$ cat src/rtl/fc_pkg.sv
// Shared types and constants for the FC accumulate/bias/argmax stage.
// Build option FC_RELU_CLIP_EN enables the quantised ReLU/clip output.
package fc_pkg;

    typedef enum logic [1:0] {
        IDLE  = 2'd0,
        ACCUM = 2'd1,
        BIAS  = 2'd2,
        DONE  = 2'd3
    } fc_state_e;

    localparam int PSUM_W_DEF = 22;
    localparam int BIAS_W_DEF = 16;
    localparam int ACC_W_DEF  = 26;

    // neuron_q takes neuron_out scaled down by 2^Q_SHIFT, clipped to Q_CLIP
    localparam int Q_SHIFT = 10;
    localparam int Q_CLIP  = 127;
    localparam int Q_W     = 8;

endpackage

$ cat src/rtl/fc_argmax_tracker.sv
// Running signed maximum over neuron results; ties keep the earliest index.
module fc_argmax_tracker
    import fc_pkg::*;
#(
    parameter int ACC_W = ACC_W_DEF,
    parameter int IDX_W = 4
) (
    input  logic             clk,
    input  logic             rst,
    input  logic             clear,
    input  logic             update,
    input  logic [ACC_W-1:0] value,
    input  logic [IDX_W-1:0] index,
    output logic [ACC_W-1:0] best_val,
    output logic [IDX_W-1:0] best_idx
);

    logic             have_q, have_d;
    logic [ACC_W-1:0] best_val_q, best_val_d;
    logic [IDX_W-1:0] best_idx_q, best_idx_d;

    always_comb begin
        have_d     = have_q;
        best_val_d = best_val_q;
        best_idx_d = best_idx_q;
        if (clear) begin
            have_d     = 1'b0;
            best_val_d = '0;
            best_idx_d = '0;
        end else if (update && (!have_q || ($signed(value) > $signed(best_val_q)))) begin
            have_d     = 1'b1;
            best_val_d = value;
            best_idx_d = index;
        end
    end

    always_ff @(posedge clk) begin
        if (rst) begin
            have_q     <= 1'b0;
            best_val_q <= '0;
            best_idx_q <= '0;
        end else begin
            have_q     <= have_d;
            best_val_q <= best_val_d;
            best_idx_q <= best_idx_d;
        end
    end

    assign best_val = best_val_q;
    assign best_idx = best_idx_q;

endmodule

$ cat src/rtl/fc_accum_argmax.sv
// Accumulates per-neuron partial sums, adds ROM bias, emits results and the argmax class.
// Build option FC_RELU_CLIP_EN registers a quantised ReLU/clip value on neuron_q.
module fc_accum_argmax
    import fc_pkg::*;
#(
    parameter int CHUNKS_PER_NEURON = 4,
    parameter int NUM_NEURONS       = 10,
    parameter int PSUM_W            = PSUM_W_DEF,
    parameter int BIAS_W            = BIAS_W_DEF,
    parameter int ACC_W             = ACC_W_DEF,
    parameter int IDX_W             = 4
) (
    input  logic              clk,
    input  logic              rst,
    input  logic              start,
    input  logic              psum_valid,
    input  logic [PSUM_W-1:0] psum,
    output logic [IDX_W-1:0]  bias_rd_addr,
    input  logic [BIAS_W-1:0] bias_rd_data,
    output logic              busy,
    output logic              neuron_valid,
    output logic [IDX_W-1:0]  neuron_idx,
    output logic [ACC_W-1:0]  neuron_out,
    output logic [7:0]        neuron_q,
    output logic              done,
    output logic [IDX_W-1:0]  class_idx,
    output logic [ACC_W-1:0]  class_score,
    output logic              err_stray
);

    localparam int CHUNK_W = (CHUNKS_PER_NEURON > 1) ? $clog2(CHUNKS_PER_NEURON) : 1;

    if ((CHUNKS_PER_NEURON < 2) || (ACC_W < PSUM_W + $clog2(CHUNKS_PER_NEURON) + 1) ||
        (IDX_W < $clog2(NUM_NEURONS))) begin : g_param_check
        $error("fc_accum_argmax: parameter constraint violated");
    end

    fc_state_e        state_q, state_d;
    logic [IDX_W-1:0] neuron_cnt_q, neuron_cnt_d;
    logic [CHUNK_W-1:0] chunk_cnt_q, chunk_cnt_d;
    logic [ACC_W-1:0] acc_q, acc_d;
    logic             err_q, err_d;
    logic             nv_q, nv_d;
    logic [IDX_W-1:0] nidx_q, nidx_d;
    logic [ACC_W-1:0] nout_q, nout_d;
    logic             done_q, done_d;
    logic [IDX_W-1:0] cls_idx_q, cls_idx_d;
    logic [ACC_W-1:0] cls_score_q, cls_score_d;
    logic             trk_clear, trk_update;
    logic [ACC_W-1:0] best_val;
    logic [IDX_W-1:0] best_idx;
    logic [ACC_W-1:0] psum_ext, bias_ext, result;

    assign psum_ext = {{(ACC_W-PSUM_W){psum[PSUM_W-1]}}, psum};
    assign bias_ext = {{(ACC_W-BIAS_W){bias_rd_data[BIAS_W-1]}}, bias_rd_data};
    assign result   = acc_q + bias_ext;

    always_comb begin
        state_d      = state_q;
        neuron_cnt_d = neuron_cnt_q;
        chunk_cnt_d  = chunk_cnt_q;
        acc_d        = acc_q;
        err_d        = err_q;
        nv_d         = 1'b0;
        nidx_d       = nidx_q;
        nout_d       = nout_q;
        done_d       = 1'b0;
        cls_idx_d    = cls_idx_q;
        cls_score_d  = cls_score_q;
        trk_clear    = 1'b0;
        trk_update   = 1'b0;
        case (state_q)
            IDLE: begin
                if (psum_valid) err_d = 1'b1;
                if (start) begin
                    state_d      = ACCUM;
                    neuron_cnt_d = '0;
                    chunk_cnt_d  = '0;
                    acc_d        = '0;
                    trk_clear    = 1'b1;
                end
            end
            ACCUM: begin
                if (psum_valid) begin
                    acc_d = acc_q + psum_ext;
                    if (chunk_cnt_q == CHUNK_W'(CHUNKS_PER_NEURON - 1)) begin
                        chunk_cnt_d = '0;
                        state_d     = BIAS;
                    end else begin
                        chunk_cnt_d = chunk_cnt_q + CHUNK_W'(1);
                    end
                end
            end
            BIAS: begin
                nout_d      = result;
                nidx_d      = neuron_cnt_q;
                nv_d        = 1'b1;
                trk_update  = 1'b1;
                acc_d       = '0;
                chunk_cnt_d = '0;
                if (neuron_cnt_q == IDX_W'(NUM_NEURONS - 1)) begin
                    state_d = DONE;
                    if (psum_valid) err_d = 1'b1;
                end else begin
                    state_d      = ACCUM;
                    neuron_cnt_d = neuron_cnt_q + IDX_W'(1);
                    // A strobe here already belongs to the next neuron
                    if (psum_valid) begin
                        acc_d       = psum_ext;
                        chunk_cnt_d = CHUNK_W'(1);
                    end
                end
            end
            DONE: begin
                if (psum_valid) err_d = 1'b1;
                done_d      = 1'b1;
                cls_idx_d   = best_idx;
                cls_score_d = best_val;
                state_d     = IDLE;
            end
            default: state_d = IDLE;
        endcase
    end

    always_ff @(posedge clk) begin
        if (rst) begin
            state_q      <= IDLE;
            neuron_cnt_q <= '0;
            chunk_cnt_q  <= '0;
            acc_q        <= '0;
            err_q        <= 1'b0;
            nv_q         <= 1'b0;
            nidx_q       <= '0;
            nout_q       <= '0;
            done_q       <= 1'b0;
            cls_idx_q    <= '0;
            cls_score_q  <= '0;
        end else begin
            state_q      <= state_d;
            neuron_cnt_q <= neuron_cnt_d;
            chunk_cnt_q  <= chunk_cnt_d;
            acc_q        <= acc_d;
            err_q        <= err_d;
            nv_q         <= nv_d;
            nidx_q       <= nidx_d;
            nout_q       <= nout_d;
            done_q       <= done_d;
            cls_idx_q    <= cls_idx_d;
            cls_score_q  <= cls_score_d;
        end
    end

    fc_argmax_tracker #(
        .ACC_W (ACC_W),
        .IDX_W (IDX_W)
    ) u_tracker (
        .clk      (clk),
        .rst      (rst),
        .clear    (trk_clear),
        .update   (trk_update),
        .value    (result),
        .index    (neuron_cnt_q),
        .best_val (best_val),
        .best_idx (best_idx)
    );

`ifdef FC_RELU_CLIP_EN
    localparam int QH_W = ACC_W - 1 - Q_SHIFT;
    logic [Q_W-1:0] nq_q, nq_d, clip_val;

    always_comb begin
        if (result[ACC_W-1]) begin
            clip_val = '0;
        end else if (result[ACC_W-2:Q_SHIFT] > QH_W'(Q_CLIP)) begin
            clip_val = Q_W'(Q_CLIP);
        end else begin
            clip_val = result[Q_SHIFT+Q_W-1:Q_SHIFT];
        end
        nq_d = nv_d ? clip_val : nq_q;
    end

    always_ff @(posedge clk) begin
        if (rst) nq_q <= '0;
        else     nq_q <= nq_d;
    end

    assign neuron_q = nq_q;
`else
    assign neuron_q = 8'd0;
`endif

    assign bias_rd_addr = neuron_cnt_q;
    assign busy         = (state_q != IDLE);
    assign neuron_valid = nv_q;
    assign neuron_idx   = nidx_q;
    assign neuron_out   = nout_q;
    assign done         = done_q;
    assign class_idx    = cls_idx_q;
    assign class_score  = cls_score_q;
    assign err_stray    = err_q;

endmodule

$ cat config.mk
export PLATFORM = sky130hd
export DESIGN_NAME = fc_accum_argmax
export DESIGN_NICKNAME = d
export VERILOG_FILES = /design/src/rtl/fc_pkg.sv /design/src/rtl/fc_argmax_tracker.sv /design/src/rtl/fc_accum_argmax.sv
export SDC_FILE = /design/constraint.sdc
export NUM_CORES = 1
export LEC_CHECK = 0
export CAP_MARGIN = 0
export CORE_MARGIN = 5
export CORE_UTILIZATION = 57
export CTS_CLUSTER_DIAMETER = 200
export DETAILED_ROUTE_END_ITERATION = 10
export PLACE_DENSITY = 0.94
export SYNTH_ARGS = -nofsm -noshare
export SYNTH_HDL_FRONTEND = slang
export SYNTH_SLANG_ARGS = --single-unit
$ cat constraint.sdc
create_clock -name clk -period 14.9 [get_ports clk]
set_input_delay 2.98 -clock clk [delete_from_list [all_inputs] [get_ports clk]]
set_output_delay 2.98 -clock clk [all_outputs]
set_load 0.1 [all_outputs]
# Yosys cells after proc, flatten, opt, wreduce, memory -nomap -nowiden
# Index checks and enable logic that the tools add are counted.
# classes
add_sub_neg	4
order_cmp	1
eq_ne	10
n_mux	26
n_reduce_logical	14
# op_table
cell	n
$mux W26	4
$pmux W26 S3	1
$add A26 B26 Y26	2
$gt A26 B26 Y1	1
$mux W2	7
$ne A2 B2 Y1 const B	5
$reduce_and A3 Y1	3
$mux W1	8
$mux W4	2
$pmux W2 S4	1
$pmux W4 S2	1
$eq A2 B2 Y1 const B	3
$pmux W2 S3	1
$reduce_bool A2 Y1	3
$add A4 B1 Y4 const B	1
$eq A4 B4 Y1 const B	1
$reduce_or A2 Y1	2
$reduce_bool A3 Y1	1
$add A2 B1 Y2 const B	1
$eq A2 B1 Y1 const B	1
$logic_not A2 Y1	1
$pmux W1 S2	1
$reduce_and A2 Y1	1
$logic_and A1 B1 Y1	1
other kinds (2)	2
# totals
register_bits	128
output_inout_bits	76

# Logic depth before layout (Yosys ltp)
# Gate-level depths: netlist (run 1).
# logic_depth
depth_word	4
depth_mapped	21
ltp_nobuf	19

# Cells and area by module
# A second synthesis (run 1) with hierarchy kept.
# hier_totals
cells_unflattened	1037
area_unflattened_um2	8739.6
# by_module_without_submodules
module	n_inst	cells_each	area_each_um2	seq_area_each_um2
fc_accum_argmax	1	790	6610.1	1941.9
fc_argmax_tracker	1	247	2129.5	620.6

# Worst setup path before layout (run 1)
# Ideal clock, no wire load.
# synth_timing
path_kind	in2reg
start	input port bias_rd_data[0]
end	register u_tracker.best_idx_q[1], in the netlist u_tracker.best_idx[1]
setup_time_ps	128
t_arrival_ps	6775
required_ps	14772
path_slack_ps	7998
stages	21
n_path_buf	2
cell_sequence	ha_1 fa_1 a211oi_2 o21bai_2 o22ai_4 o311ai_4 a2111oi_4 or2_4 xnor2_2 inv_2 ha_1 nand2_1 nor2_1 a211oi_1 o221ai_1 or3_1 nand3_1 buf_6 buf_6 mux2i_1 nor2_1
# synth_between
elab_chain_cells	4
# synth_lines
element	line	text
start: declaration	fc_accum_argmax.sv:19	input logic [BIAS_W-1:0] bias_rd_data,
$add A26 B26 Y26	fc_accum_argmax.sv:56	assign result = acc_q + bias_ext;
net result[20]	fc_accum_argmax.sv:52	logic [ACC_W-1:0] psum_ext, bias_ext, result;
$gt A26 B26 Y1	fc_argmax_tracker.sv:30	end else if (update && (!have_q || ($signed(value) > $signed(best_val_q)))) begin
$logic_or A1 B1 Y1	fc_argmax_tracker.sv:30	
$logic_and A1 B1 Y1	fc_argmax_tracker.sv:30	
end signal: assignment	fc_argmax_tracker.sv:45	best_idx_q <= best_idx_d;
end: declaration	fc_argmax_tracker.sv:20	logic [IDX_W-1:0] best_idx_q, best_idx_d;
# The timed path passes the listed nets, and every way through them passes these cells.
# A chain may end at the register's enable or synchronous reset.

# Worst setup path after layout (run 1)
# layout_timing
start	input port bias_rd_data[15]
end	register u_tracker.best_val_q[17], in the netlist u_tracker.best_val[17]
# layout_between
elab_chain_cells	4
# layout_lines
element	line	text
$add A26 B26 Y26	fc_accum_argmax.sv:56	
net result[19]	fc_accum_argmax.sv:52	
$gt A26 B26 Y1	fc_argmax_tracker.sv:30	
$logic_or A1 B1 Y1	fc_argmax_tracker.sv:30	
$logic_and A1 B1 Y1	fc_argmax_tracker.sv:30	
end signal: assignment	fc_argmax_tracker.sv:44	best_val_q <= best_val_d;
end: declaration	fc_argmax_tracker.sv:19	logic [ACC_W-1:0] best_val_q, best_val_d;
# The timed path passes the listed nets, and every way through them passes these cells.

==> qor.csv, run 1 <==
stage;metric;value;unit
floorplan;die_area;17230;um^2
global_route;grt_usage;0.2616;
synthesis;synth-edff-count;0;
power_and_ir_drop;p_clk_frac;0.291;
clock_tree;clkTransAtPathRegs;60;ps
power_and_ir_drop;vdd_drop_max;0.1019;mV
sta;setup_viol;0;
sta;fin_skew;11.05;ps
critical_path;path_delay_family;simple AND/OR/NAND/NOR gates;
cells_and_area;layout-drive-gt1-share;0.06227;
critical_path;cp_common_cell;a21oi_1;
cells_and_area;final_nets;1192;
clock_tree;cts-resized-gates;0;
sta;fmax;0.1211;GHz
sta;hold_violations;0;
critical_path;crit_path_end_kind;register;
synthesis;ys_seq_elements;128;
sta;rsz0062_at_grt;false;
routing;final_antenna_net_count;0;
floorplan;fp-row-count;44;
routing;drc;0;
synthesis;synthFlopType;dfxtp_1;
clock_tree;cts_tree;built;
sta;slew_headroom;0.2652;
power_and_ir_drop;p_seq_frac;0.274;
synthesis;synth_largest_area_cell;dfxtp_1;
clock_tree;ctsHoldBuffers;0;
cells_and_area;syn2layout_area_growth;20.54;%
synthesis;netlist_area;8382;um^2
synthesis;yosysSeqAreaShare;0.3057;
sta;finalWorstSetupSlack;6642;ps
routing;first_pass_iters;8;
critical_path;cp_data_required_time;15240;ps
synthesis;synth_top_area_frac;0.3057;
synthesis;synth_cells;973;
critical_path;critPathMaxFanout;37;
placement;place.gp.congestion;0.9530;
clock_tree;cts_buffer_depth;2;
run;max_cap_violations;0;
critical_path;cp_num_buf_inv;2;
sta;min_period;8258;ps
routing;via_per_inst;6.198;
critical_path;cpPeakStageDelay;850;ps
cells_and_area;antenna_cells;0;
floorplan;die_y;131.3;um
power_and_ir_drop;p_int;867.0;uW
routing;totalWireLength;23290;um
global_route;grt_pass1_vias;7725;
global_route;grt_max_degree;99;
synthesis;synth_area_leaders;dfxtp_1 (31%), ha_1 (13%), mux2i_1 (9.0%), nor2_1 (5.7%), a21oi_1 (3.9%);
sta;hold_slack;465.7;ps
cells_and_area;final_cell_mix;nor2_1 (128), dfxtp_1 (128), clkdlybuf4s50_1 (108), ha_1 (82), mux2i_1 (75);
floorplan;start_util;0.5789;
clock_tree;cts-htree-levels;4;
global_route;gr-total-overflow;0;
placement;dp_hpwl;15870;um
clock_tree;numCtsBuffers;17;
synthesis;syn_avg_cell_area;8.614;um^2
critical_path;r2r_slack;9320;ps
power_and_ir_drop;power.density;149.1;nW/um^2
power_and_ir_drop;switchingPower;639.6;uW
clock_tree;cts_sinks;128;
critical_path;crit_type;in2reg;
placement;dp_slack;6456;ps
hold_path;hold_path.class;reg2reg;
clock_tree;root_buffer;clkbuf_16;
clock_tree;clkLatencyLatePin;430;ps
run_status;status;finished clean;
routing;drt-initial-drc-count;637;
global_route;grt_pass1_wl;38150;um
routing;wl_per_cell;18.49;um
global_route;antenna_found_initial;0;
floorplan;num_io_pins;118;
critical_path;critPathLaunchType;input pin;
routing;vias;7810;
sta;worst_pin_slew;1098;ps
synthesis;ys_warn_count;0;
floorplan;coreArea;14480;um^2
sta;final.setup.tns;0;ps
critical_path;arrival;8590;ps
floorplan;die_w;131.3;um
power_and_ir_drop;power.leakage;4.293;nW
sta;slew_viol_final;0;
placement;port_buffers;109;
power_and_ir_drop;netSwitchingFraction;0.4245;
critical_path;crit_slowest_cell;nand3_2;
synthesis;synth.distinct_cells;80;
critical_path;cp_cell_sequence;clkdlybuf4s50_1, ha_1, and3_4, nor2b_1, a211oi_1, o21ai_1, or3_1, a21oi_1, xor2_1, inv_1, ha_1, a21oi_1, nor2_1, a211oi_1, o221ai_1, o21ai_0, nand3_2, nand3b_1, a21oi_1;
power_and_ir_drop;combinationalPowerShare;0.435;
synthesis;async_reset_ff_frac;0;
clock_tree;post-cts-setup-buffers;0;
cells_and_area;nFillCells;1002;
sta;min_period_over_period;0.5542;
final cells by class:
class	instances	area [um^2]	share of cell area
clock buffers	19	452.9	0.04483
inverters	56	210.2	0.02081
flip-flops and latches	128	2562	0.2536
multi-input cells	749	5381	0.5326
repair buffers	112	1109	0.1097
clock inverters	12	157.7	0.01560
well taps	184	230.2	0.02279
power by group through the flow:
stage / Clock [mW] / Sequential [mW] / Combinational [mW]
2_1_floorplan: 0 / 0.525 / 0.387
3_3_place_gp: 0 / 0.416 / 0.614
3_5_place_dp: 0 / 0.418 / 0.631
4_1_cts: 0.437 / 0.411 / 0.645
5_1_grt: 0.452 / 0.416 / 0.702
6_report: 0.438 / 0.413 / 0.656
cell usage after synthesis (10+ instances only):
cell	count
a21o_1	31
a21oi_1	65
a22oi_1	14
and3_1	10
buf_4	10
clkbuf_1	27
dfxtp_1	128
ha_1	84
inv_1	54
mux2i_1	75
nand2_1	54
nand2b_1	16
nand3_1	18
nand4_1	10
nor2_1	128
nor3_1	12
o21ai_0	31
o22ai_1	11
xnor2_1	18
xor2_1	19
path summary, 6_finish.rpt:
| check | startpoint | to | cells after the start |
|---|---|---|---|
| worst max-delay path | bias_rd_data[15] | u_tracker.best_val[17]$_SDFFE_PP0P_ | 19 |
| worst min-delay path | err_stray$_SDFFE_PP0P_ | err_stray$_SDFFE_PP0P_ | 2 |
| worst max register to register | acc_q[0]$_SDFFE_PP0P_ | u_tracker.best_val[17]$_SDFFE_PP0P_ | 16 |
| worst min register to register | err_stray$_SDFFE_PP0P_ | err_stray$_SDFFE_PP0P_ | 2 |
tightest hold or removal path, delay by kind of cell, from the launching register on:
kind | cells | cell delay, ps
and+or+nand+nor | 1 | 70
DFF | 1 | 320
AOI/OAI and AO/OA | 1 | 40
layer usage:
metal / vias to the layer above / share of wire / GRT usage / wire length [um]
li1: 3661 / - / - / -
met1: 3652 / 0.41 / 0.3161 / 9447
met2: 381 / 0.47 / 0.4374 / 10940
met3: 116 / 0.074 / 0.05161 / 1729
met4: 0 / 0.050 / 0.1429 / 1175
met5: - / 0 / 0 / 0
through the flow:
stage / total power [mW] / cell area, um^2 / cells / util
6_report: 1.507 / 10100 / 1260 / 0.6978
3_3_place_gp: 1.030 / 9493 / 1229 / 0.6556
3_5_place_dp: 1.049 / 9493 / 1229 / 0.6556
4_1_cts: 1.494 / 10100 / 1260 / 0.6978
5_1_grt: 1.570 / 10100 / 1260 / 0.6978
2_1_floorplan: 0.9121 / 8408 / 980 / -
kinds of logic after synthesis:
logic type,share of synthesized area
other cells,0.0004474
xor+xnor,0.04060
compound gates,0.2109
simple gates,0.1642
buf+inv,0.05702
flops,0.3057
fa+ha+maj,0.1302
mux,0.09091
flip-flops by register name, summed over array words and instances, names as in the netlist, 4 cells and up:
register / count
neuron_out: 26
u_tracker.best_val: 26
class_score: 26
class_idx: 4
neuron_idx: 4
acc_q: 26
u_tracker.best_idx: 4
bias_rd_addr: 4
(Power assumes the default switching activity.)
==> run 2: changes to the inputs <==
Settings changed: CORE_UTILIZATION 57 to 50, PLACE_DENSITY 0.94 to 0.88.
Clock period 14.9 ns to 6.7 ns, I/O delays scaled along.
==> qor.csv, run 2 (synthesis results as in run 1) <==
stage;metric;value;unit;change
floorplan;coreArea;16520;um^2;was 14480 um^2
floorplan;fp-row-count;47;;was 44
clock_tree;root_buffer;clkbuf_16;;unchanged
cells_and_area;syn2layout_area_growth;22.36;%;was 20.54%
sta;fin_skew;10.17;ps;was 11.05 ps
hold_path;hp-start;neuron_out[15]$_SDFFE_PP0P_;;was err_stray$_SDFFE_PP0P_
clock_tree;cts_tree;built;;unchanged
critical_path;cp-endpoint;u_tracker.best_val[10]$_SDFFE_PP0P_;;was u_tracker.best_val[17]$_SDFFE_PP0P_
critical_path;r2r-start;acc_q[0]$_SDFFE_PP0P_;;unchanged
critical_path;critPathMaxFanout;18;;was 37
critical_path;crit_path_end_kind;register;;unchanged
routing;vias;7580;;was 7810
sta;final.setup.tns;0;ps;unchanged
clock_tree;cts-resized-gates;0;;unchanged
sta;setup_viol;0;;unchanged
critical_path;arrival;6100;ps;was 8590 ps
power_and_ir_drop;power.leakage;4.343;nW;was 4.293 nW
routing;via_per_inst;5.826;;was 6.198
critical_path;critPathLaunchType;input pin;;unchanged
routing;top_layer;met4;;unchanged
placement;dp_slack;514.4;ps;was 6456 ps
routing;final_antenna_net_count;0;;unchanged
floorplan;start_util;0.5072;;was 0.5789
sta;rsz0062_at_grt;false;;unchanged
critical_path;r2r_slack;1860;ps;was 9320 ps
global_route;grt_max_degree;59;;was 99
routing;met2_wirelength;10410;um;was 10940 um
sta;fmax;0.1712;GHz;
sta;min_period_over_period;0.8716;;
clock_tree;clkTransAtPathRegs;60;ps;about the same
placement;place.gp.congestion;0.8921;;was 0.9530
critical_path;crit_slowest_cell;fa_1;;was nand3_2
critical_path;cp_cell_sequence;clkdlybuf4s50_1, ha_1, fa_1, a211oi_2, o21bai_2, o22ai_4, o311ai_4, a2111oi_4, nor4_1, nor3_2, inv_1, ha_1, nand4_1, nor4_1, a21boi_1, o21ai_0, nand3_2, buf_4, mux2i_1, nor2_1;;was clkdlybuf4s50_1, ha_1, and3_4, nor2b_1, a211oi_1, o21ai_1, or3_1, a21oi_1, xor2_1, inv_1, ha_1, a21oi_1, nor2_1, a211oi_1, o221ai_1, o21ai_0, nand3_2, nand3b_1, a21oi_1
cells_and_area;final_cell_mix;nor2_1 (128), dfxtp_1 (128), clkdlybuf4s50_1 (108), ha_1 (82), mux2i_1 (75);;unchanged
sta;hold_violations;0;;unchanged
sta;slew_headroom;0.2217;;was 0.2652
clock_tree;cts-htree-levels;4;;unchanged
clock_tree;clkLatencyLatePin;420;ps;was 430 ps
floorplan;die_w;139.5;um;was 131.3 um
sta;min_period;5839;ps;
run_status;status;finished clean;;unchanged
sta;slew_viol_final;0;;unchanged
cells_and_area;antenna_cells;0;;unchanged
critical_path;cpPeakStageDelay;440;ps;was 850 ps
clock_tree;numCtsBuffers;17;;unchanged
routing;totalWireLength;21900;um;was 23290 um
floorplan;die_area;19450;um^2;was 17230 um^2
routing;wl_met1;9570;um;was 9447 um
clock_tree;ctsHoldBuffers;0;;unchanged
critical_path;cp-startpoint;bias_rd_data[0];;was bias_rd_data[15]
global_route;grt_pass1_wl;36020;um;was 38150 um
critical_path;r2r_end;u_tracker.best_val[10]$_SDFFE_PP0P_;;was u_tracker.best_val[17]$_SDFFE_PP0P_
run;max_cap_violations;0;;unchanged
routing;wl_per_cell;16.83;um;was 18.49 um
floorplan;num_io_pins;118;;unchanged
routing;drc;0;;unchanged
placement;port_buffers;109;;unchanged
clock_tree;cts_sinks;128;;unchanged
global_route;grt_usage;0.2205;;was 0.2616
cells_and_area;layout-drive-gt1-share;0.06660;;was 0.06227
global_route;gr-total-overflow;0;;unchanged
global_route;grt_pass1_vias;7332;;was 7725
routing;first_pass_iters;5;;was 8
power_and_ir_drop;power.density;334.8;nW/um^2;was 149.1 nW/um^2
routing;wl_met3;1271;um;was 1729 um
critical_path;path_delay_family;compound AO/OA/AOI/OAI gates;;was simple AND/OR/NAND/NOR gates
routing;drt-initial-drc-count;608;;was 637
placement;dp_hpwl;15930;um;was 15870 um
floorplan;die_y;139.5;um;was 131.3 um
critical_path;reg2reg_depth;19;;was 16
critical_path;cp_num_buf_inv;3;;was 2
global_route;antenna_found_initial;0;;unchanged
cells_and_area;final_nets;1197;;was 1192
power_and_ir_drop;vdd_drop_max;0.1917;mV;was 0.1019 mV
critical_path;cp_data_required_time;6960;ps;was 15240 ps
clock_tree;post-cts-setup-buffers;0;;unchanged
sta;finalWorstSetupSlack;860.5;ps;was 6642 ps
critical_path;crit_type;in2reg;;unchanged
hold_path;hold_path.class;reg2reg;;unchanged
clock_tree;cts_buffer_depth;2;;unchanged
cells_and_area;nFillCells;1264;;was 1002
critical_path;critical_path_depth;20;;was 19
sta;worst_pin_slew;1163;ps;was 1098 ps
-- run 2: cell types whose count changed in the layout (fill, tap and decap cells not counted) --
cell	change
bufinv_16	+3
inv_6	-1
clkinvlp_4	+1
clkinv_2	-2
clkinv_4	-1
buf_4	+5
-- run 2: routing by layer --
layer  GRT usage  vias to the layer above
li1            -                     3693
met1      0.2767                     3573
met2      0.3766                      268
met3     0.03842                       46
met4     0.08702                        0
met5           0                        -
-- run 2: worst min-delay path by stage --
stage | end | slack, ps | cells past startpoint
2_1_floorplan | u_tracker.best_val[15]$_SDFFE_PP0P_ | 450 | 2
3_3_place_gp | neuron_out[15]$_SDFFE_PP0P_ | 460 | 2
3_5_place_dp | neuron_out[23]$_SDFFE_PP0P_ | 460 | 2
4_1_cts | chunk_cnt_q[0]$_SDFFE_PP0P_ | 480 | 2
5_1_grt | chunk_cnt_q[0]$_SDFFE_PP0P_ | 500 | 2
6_report | neuron_out[15]$_SDFFE_PP0P_ | 470 | 2
-- run 2: area by class of cell --
class	count	area, um^2	share of cell area
timing repair buffer	117	1146	0.1117
clock inverter	12	227.7	0.02220
tap	220	275.3	0.02684
sequential	128	2562	0.2498
multi-input combinational	749	5381	0.5247
clock buffer	19	452.9	0.04416
inverter	56	210.2	0.02050
-- run 2: metrics by stage --
step	utilization	std cells	hold slack (ps)	area, um^2	total power, mW
2_1_floorplan	-	980	449.0	8408	2.028
3_3_place_gp	0.5795	1270	460.9	9575	2.317
3_5_place_dp	0.5795	1270	464.1	9575	2.348
4_1_cts	0.6207	1301	477.7	10260	3.423
5_1_grt	0.6207	1301	498.8	10260	3.596
6_report	0.6207	1301	472.8	10260	3.433
-- run 2: power breakdown --
group	internal, mW	switching [mW]
logic	0.484	0.967
clock network	0.717	0.347
registers	0.845	0.0735
total	2.05	1.39
-- run 2: worst reg2reg max path, delay by kind of cell, from the launching register on --
kind | cells | cell delay (ps)
simple gates | 6 | 1160
mux | 1 | 250
buf+inv | 2 | 350
flops | 1 | 330
compound gates | 7 | 1640
fa+ha+maj | 3 | 950
==> run 3: changes to the inputs <==
Settings changed: HOLD_SLACK_MARGIN set to 0.02, SKIP_LAST_GASP set to 1.
==> results of run 3 <==
No change in the layout: final DEF, timing and power equal those of run 2.
